`src/rtl/uart_host_pkg.sv`:
```
// Shared types and constants for the UART host port: FSM state encodings
// and synchronizer depth.
package uart_host_pkg;

   localparam int unsigned SYNC_STAGES = 2;

   typedef enum logic [1:0] {
      TX_IDLE,
      TX_PULSE,
      TX_WAIT_LO,
      TX_WAIT_HI
   } tx_state_t;

   typedef enum logic [1:0] {
      RX_IDLE,
      RX_PULSE,
      RX_WAIT_LO
   } rx_state_t;

endpackage

```
`src/rtl/byte_fifo.sv`:
```
// Byte FIFO with show-ahead head, occupancy count and full/empty flags.
// Push is refused when full regardless of a same-cycle pop.
module byte_fifo #(
   parameter int unsigned DEPTH = 8
) (
   input  logic                     clk,
   input  logic                     reset_n,
   input  logic                     push,
   input  logic [7:0]               din,
   input  logic                     pop,
   output logic [7:0]               head,
   output logic                     full,
   output logic                     empty,
   output logic [$clog2(DEPTH):0]   level
);

   localparam int unsigned AW = $clog2(DEPTH);
   localparam int unsigned LW = AW + 1;

   logic [7:0]    mem [DEPTH];
   logic [AW-1:0] wr_ptr;
   logic [AW-1:0] rd_ptr;
   logic          push_ok;
   logic          pop_ok;

   assign full    = (level == LW'(DEPTH));
   assign empty   = (level == '0);
   assign push_ok = push & ~full;
   assign pop_ok  = pop & ~empty;
   // Empty FIFO presents zero so the head reads 0 straight out of reset.
   assign head    = empty ? '0 : mem[rd_ptr];

   always_ff @(posedge clk or negedge reset_n) begin
      if (!reset_n) begin
         wr_ptr <= '0;
         rd_ptr <= '0;
         level  <= '0;
      end else begin
         if (push_ok) wr_ptr <= wr_ptr + AW'(1);
         if (pop_ok)  rd_ptr <= rd_ptr + AW'(1);
         level <= level + LW'(push_ok) - LW'(pop_ok);
      end
   end

   always_ff @(posedge clk) begin
      if (push_ok) mem[wr_ptr] <= din;
   end

endmodule

```
`src/rtl/uart_host_port.sv`:
```
// User-side endpoint of the board UART link: buffers bytes in both directions
// and runs the txclk/rxclk pulse handshakes against the wrapper's status pins.
module uart_host_port
   import uart_host_pkg::*;
#(
   parameter int unsigned DEPTH        = 8,
   parameter int unsigned PULSE_CYCLES = 4
) (
   input  logic                    clk,
   input  logic                    reset_n,
   input  logic [7:0]              tx_data,
   input  logic                    tx_valid,
   output logic                    tx_ready,
   output logic [7:0]              rx_data,
   output logic                    rx_valid,
   input  logic                    rx_ready,
   output logic [7:0]              txdata,
   output logic                    txclk,
   input  logic                    txready,
   input  logic [7:0]              rxdata,
   output logic                    rxclk,
   input  logic                    rxready,
   output logic [$clog2(DEPTH):0]  tx_level,
   output logic [$clog2(DEPTH):0]  rx_level
);

   localparam int unsigned CW = $clog2(PULSE_CYCLES + 1);

   logic [SYNC_STAGES-1:0] tx_sync;
   logic [SYNC_STAGES-1:0] rx_sync;
   logic                   txready_s;
   logic                   rxready_s;

   always_ff @(posedge clk or negedge reset_n) begin
      if (!reset_n) begin
         tx_sync <= '0;
         rx_sync <= '0;
      end else begin
         tx_sync <= {tx_sync[SYNC_STAGES-2:0], txready};
         rx_sync <= {rx_sync[SYNC_STAGES-2:0], rxready};
      end
   end

   assign txready_s = tx_sync[SYNC_STAGES-1];
   assign rxready_s = rx_sync[SYNC_STAGES-1];

   logic [7:0] tx_head;
   logic       tx_full;
   logic       tx_empty;
   logic       tx_pop;
   logic       rx_full;
   logic       rx_empty;
   logic       rx_push;

   byte_fifo #(.DEPTH(DEPTH)) u_tx_fifo (
      .clk     (clk),
      .reset_n (reset_n),
      .push    (tx_valid),
      .din     (tx_data),
      .pop     (tx_pop),
      .head    (tx_head),
      .full    (tx_full),
      .empty   (tx_empty),
      .level   (tx_level)
   );

   byte_fifo #(.DEPTH(DEPTH)) u_rx_fifo (
      .clk     (clk),
      .reset_n (reset_n),
      .push    (rx_push),
      .din     (rxdata),
      .pop     (rx_ready),
      .head    (rx_data),
      .full    (rx_full),
      .empty   (rx_empty),
      .level   (rx_level)
   );

   assign tx_ready = ~tx_full;
   assign rx_valid = ~rx_empty;

   tx_state_t     tx_state;
   tx_state_t     tx_next;
   logic [CW-1:0] tx_cnt;
   logic          tx_done;

   assign tx_done = (tx_cnt == CW'(PULSE_CYCLES - 1));

   // txclk is a one-cycle delayed copy of TX_PULSE, so it rises the cycle after txdata loads.
   always_ff @(posedge clk or negedge reset_n) begin
      if (!reset_n) begin
         tx_state <= TX_IDLE;
         tx_cnt   <= '0;
         txdata   <= '0;
         txclk    <= 1'b0;
      end else begin
         tx_state <= tx_next;
         tx_cnt   <= (tx_state == TX_PULSE && !tx_done) ? tx_cnt + CW'(1) : '0;
         txclk    <= (tx_state == TX_PULSE);
         if (tx_pop) txdata <= tx_head;
      end
   end

   always_comb begin
      tx_next = tx_state;
      case (tx_state)
         TX_IDLE:    if (!tx_empty && txready_s) tx_next = TX_PULSE;
         TX_PULSE:   if (tx_done)                tx_next = TX_WAIT_LO;
         TX_WAIT_LO: if (!txready_s)             tx_next = TX_WAIT_HI;
         TX_WAIT_HI: if (txready_s)              tx_next = TX_IDLE;
         default:                                tx_next = TX_IDLE;
      endcase
   end

   always_comb begin
      tx_pop = (tx_state == TX_IDLE) && !tx_empty && txready_s;
   end

   rx_state_t     rx_state;
   rx_state_t     rx_next;
   logic [CW-1:0] rx_cnt;
   logic          rx_done;

   assign rx_done = (rx_cnt == CW'(PULSE_CYCLES - 1));

   always_ff @(posedge clk or negedge reset_n) begin
      if (!reset_n) begin
         rx_state <= RX_IDLE;
         rx_cnt   <= '0;
         rxclk    <= 1'b0;
      end else begin
         rx_state <= rx_next;
         rx_cnt   <= (rx_state == RX_PULSE && !rx_done) ? rx_cnt + CW'(1) : '0;
         rxclk    <= (rx_state == RX_PULSE);
      end
   end

   always_comb begin
      rx_next = rx_state;
      case (rx_state)
         RX_IDLE:    if (rxready_s && !rx_full) rx_next = RX_PULSE;
         RX_PULSE:   if (rx_done)               rx_next = RX_WAIT_LO;
         RX_WAIT_LO: if (!rxready_s)            rx_next = RX_IDLE;
         default:                               rx_next = RX_IDLE;
      endcase
   end

   // A full RX FIFO withholds the acknowledge, leaving the byte with the wrapper.
   always_comb begin
      rx_push = (rx_state == RX_IDLE) && rxready_s && !rx_full;
   end

endmodule

```
`config.mk`:
```
export PLATFORM = sky130hd
export DESIGN_NAME = uart_host_port
export DESIGN_NICKNAME = d
export VERILOG_FILES = /design/src/rtl/uart_host_pkg.sv /design/src/rtl/byte_fifo.sv /design/src/rtl/uart_host_port.sv
export SDC_FILE = /design/constraint.sdc
export NUM_CORES = 1
export LEC_CHECK = 0
export CAP_MARGIN = 0
export CORE_UTILIZATION = 35
export DETAILED_ROUTE_END_ITERATION = 6
export PLACE_DENSITY = 0.52
export SLEW_MARGIN = 20
export SYNTH_ARGS = -nofsm -noshare
export SYNTH_HDL_FRONTEND = slang
export SYNTH_SLANG_ARGS = --single-unit
```
`constraint.sdc`:
```
create_clock -name clk -period 2.5 [get_ports clk]
set_clock_uncertainty 0.2 [all_clocks]
set_input_delay 0.5 -clock clk [delete_from_list [all_inputs] [get_ports clk]]
set_output_delay 0.5 -clock clk [all_outputs]
set_load 0.01 [all_outputs]
```
==> impl_metrics.ini <==
[outcome]
status = complete, but fails checks
violations = negative setup slack

[logic_synthesis]
ys_seq_area_share_pct = 70.0
syn-mean-instance-area_sq_um = 16.5
ys_seq_elements = 172
ys_warn_count = 0
synth_area_sq_um = 7070
syn_inst = 427
ys_async_sr_fraction_pct = 25.6
synth_fp_nets = 476
synth_ff_type = edfxtp_1
synth-edff-count = 128
synth_cell_types = 36

[floorplanning]
die_h_microns = 144
ios = 50
coreArea_sq_um = 19700
dieWidth_microns = 144
num_rows = 51
initial_core_util_pct = 35.9
die_area_sq_um = 20800

[routing]
num_vias = 3719
ant_nets = 0
drt_iter0_markers = 187
viasPerCell = 4.67
drt_pass1_iterations = 4
drc = 0
routedWlPerCell_microns = 16.6
wl_microns = 13200

[critical_path]
crit_slowest_cell = mux4_2
crit_path_end = rx_data[4]
path_cells = buf_8, buf_6, mux4_2, mux2i_1, nor2_1, buf_2
max_stage_delay_ns = 0.49
timing.rr.start = u_rx_fifo.level[0]
path_depth = 6
startpoint = u_rx_fifo.rd_ptr[0]
critical_path_class = reg -> out
critPathRequiredTime_ns = 1.80
crit_buf_inv = 3
crit_family = multiplexers
start_kind = flip-flop
crit_fanout = 7
cp.arrival_ns = 1.91
rr_worst_depth = 11
r2r_slack_ns = 0.17
r2r-end = u_rx_fifo.level[2]
cp-end-kind = output pin

[timing]
finalCritPeriodShare_pct = 104
period_needed_ns = 2.61
drv_slew = 0
finalHoldViolations = 0
worst_pin_slew_ns = 0.584
maxSlewHeadroom_pct = 61.0
setup_viol = 8
fin_ws_ns = -0.109
rsz0062_at_grt = yes
max_freq_mhz = 383

[pwr]
leakagePower_nw = 3.33
ir_worst_vdd_v = 0.000536
total_power_mw = 10.0
power_density_nw_per_um2 = 1160

[global_route]
overflow = 0
first_global_vias = 3945
antenna_found_initial = 0
grtUsageTotal_pct = 14.3
grt_pass1_wl_microns = 21400
grt_max_degree = 35

[cts]
path_clk_slew_ns = 0.07
insertion_delay_ns = 0.42
ctsHtreeMaxLevel = 4
cts_buffer_depth = 2
root_buffer = clkbuf_16
cts_num_sinks = 172
cts_buffers = 17
cts_tree = yes

[final_layout]
fin_nets = 567
n_antenna_cell = 0
drive_gt1_share_pct = 20.9
final_util_pct = 44.1
syn2layout_area_growth_pct = 22.7
mostFrequentLayoutCell = edfxtp_1
layout_common_cells = edfxtp_1 (128), dfrtp_1 (43), mux2i_1 (41)

[placement]
hpwlAfterDp_microns = 8270
place_ws_ns = -0.0377
io_buffers = 49
gp_congestion = 0.716

[job]
maxCapViolCount = 0

[hold_path]
hp-class = reg -> reg
cell families after synthesis:
| logic type | Yosys count | synth area share, % |
|---|---|---|
| flip-flops | 172 | 70.0 |
| adder cells (fa/ha/maj) | 27 | 4.99 |
| buffers and inverters | 51 | 3.26 |
| AO/OA/AOI/OAI | 33 | 3.40 |
| multiplexers | 63 | 12.3 |
| XOR/XNOR | 12 | 1.49 |
| AND/OR/NAND/NOR | 69 | 4.60 |
cell usage after synthesis (2+ instances only):
master,number,area share [%]
mux4_1,6,2.2
dfrtp_1,44,16
nand3_1,9,0.64
a21oi_1,3,0.21
mux2_4,2,0.43
xor2_1,5,0.62
nor2_1,29,1.5
buf_4,2,0.21
a22oi_1,16,1.7
o21ai_0,9,0.64
buf_6,3,0.48
clkbuf_1,3,0.16
nor3_1,4,0.28
fa_1,2,0.57
xnor2_1,7,0.87
ha_1,25,4.4
edfxtp_1,128,54
a21o_1,2,0.21
buf_2,6,0.43
nand2b_1,7,0.62
and2_1,2,0.18
nand2_1,11,0.58
mux2i_1,42,6.0
mux2_2,3,0.48
mux4_2,10,3.2
inv_1,35,1.9
nor2b_1,3,0.27
sequential cells by signal, summed over array words and instances, names as in the netlist, 4 cells and up:
name,cells
u_rx_fifo.mem,64
u_tx_fifo.mem,64
txdata,8
u_rx_fifo.level,4
u_tx_fifo.level,4
through the flow:
stage,TNS [ns],area [sq um],instances,hold WS (ns)
finish,-0.477,8670,796,0.149
global route,-1.34,8670,796,0.166
CTS,-1.33,8740,799,0.152
detailed placement,-0.0972,8070,758,0.136
global placement,-0.0465,8070,758,0.136
floorplan,0,7080,427,0.00441
worst reg2reg max path, cell delays in order, from the launching register on:
cell and delay [ns]:
dfrtp_1 0.41, nor2_2 0.19, and2_1 0.18, inv_1 0.07, nand2_1 0.10, inv_1 0.05, ha_1 0.26, inv_1 0.05
ha_1 0.15, inv_1 0.06, fa_1 0.37, xnor2_1 0.14
power by group:
part	internal, mW	switching [mW]
Sequential	3.66	0.309
Clock	1.35	1.22
Combinational	1.76	1.75
Total	6.76	3.29
cell type report:
type | count | area, sq um
clock buffer | 17 | 425
clock inverter | 15 | 176
fill | 1788 | 11000
inverter | 35 | 131
multi-input combinational | 204 | 1890
sequential | 172 | 4950
tap | 265 | 332
timing repair buffer | 88 | 769
how the worst min path moves through the flow:
stage / startpoint / to / slack [ns] / cells after the start
2_1_floorplan: reset_n / rx_cnt[0] / 0.004 / 0
3_3_place_gp: tx_sync[0] / tx_sync[1] / 0.14 / 0
3_5_place_dp: tx_sync[0] / tx_sync[1] / 0.14 / 0
4_1_cts: tx_sync[0] / tx_sync[1] / 0.15 / 0
5_1_grt: tx_sync[0] / tx_sync[1] / 0.17 / 0
6_report: tx_sync[0] / tx_sync[1] / 0.15 / 0
routing by layer:
layer	track usage, %	vias to the layer above	part of all wire, %
met5	0	-	0
met4	5.77	0	1.4
met3	3.44	14	3.7
met2	25.2	70	52
met1	16.6	1878	42
li1	-	1757	-
what timing repair did:
item | CTS | global route
hold buffers | 1 | 0
setup buffers | 6 | 0
hold endpoints to repair | 9 | 0
pin swaps | 2 | 1
gates cloned | 2 | 0
endpoints found under the setup margin | 10 | 12
gates resized for setup | 46 | 4
Note: power is estimated with default switching activity, not from simulation.
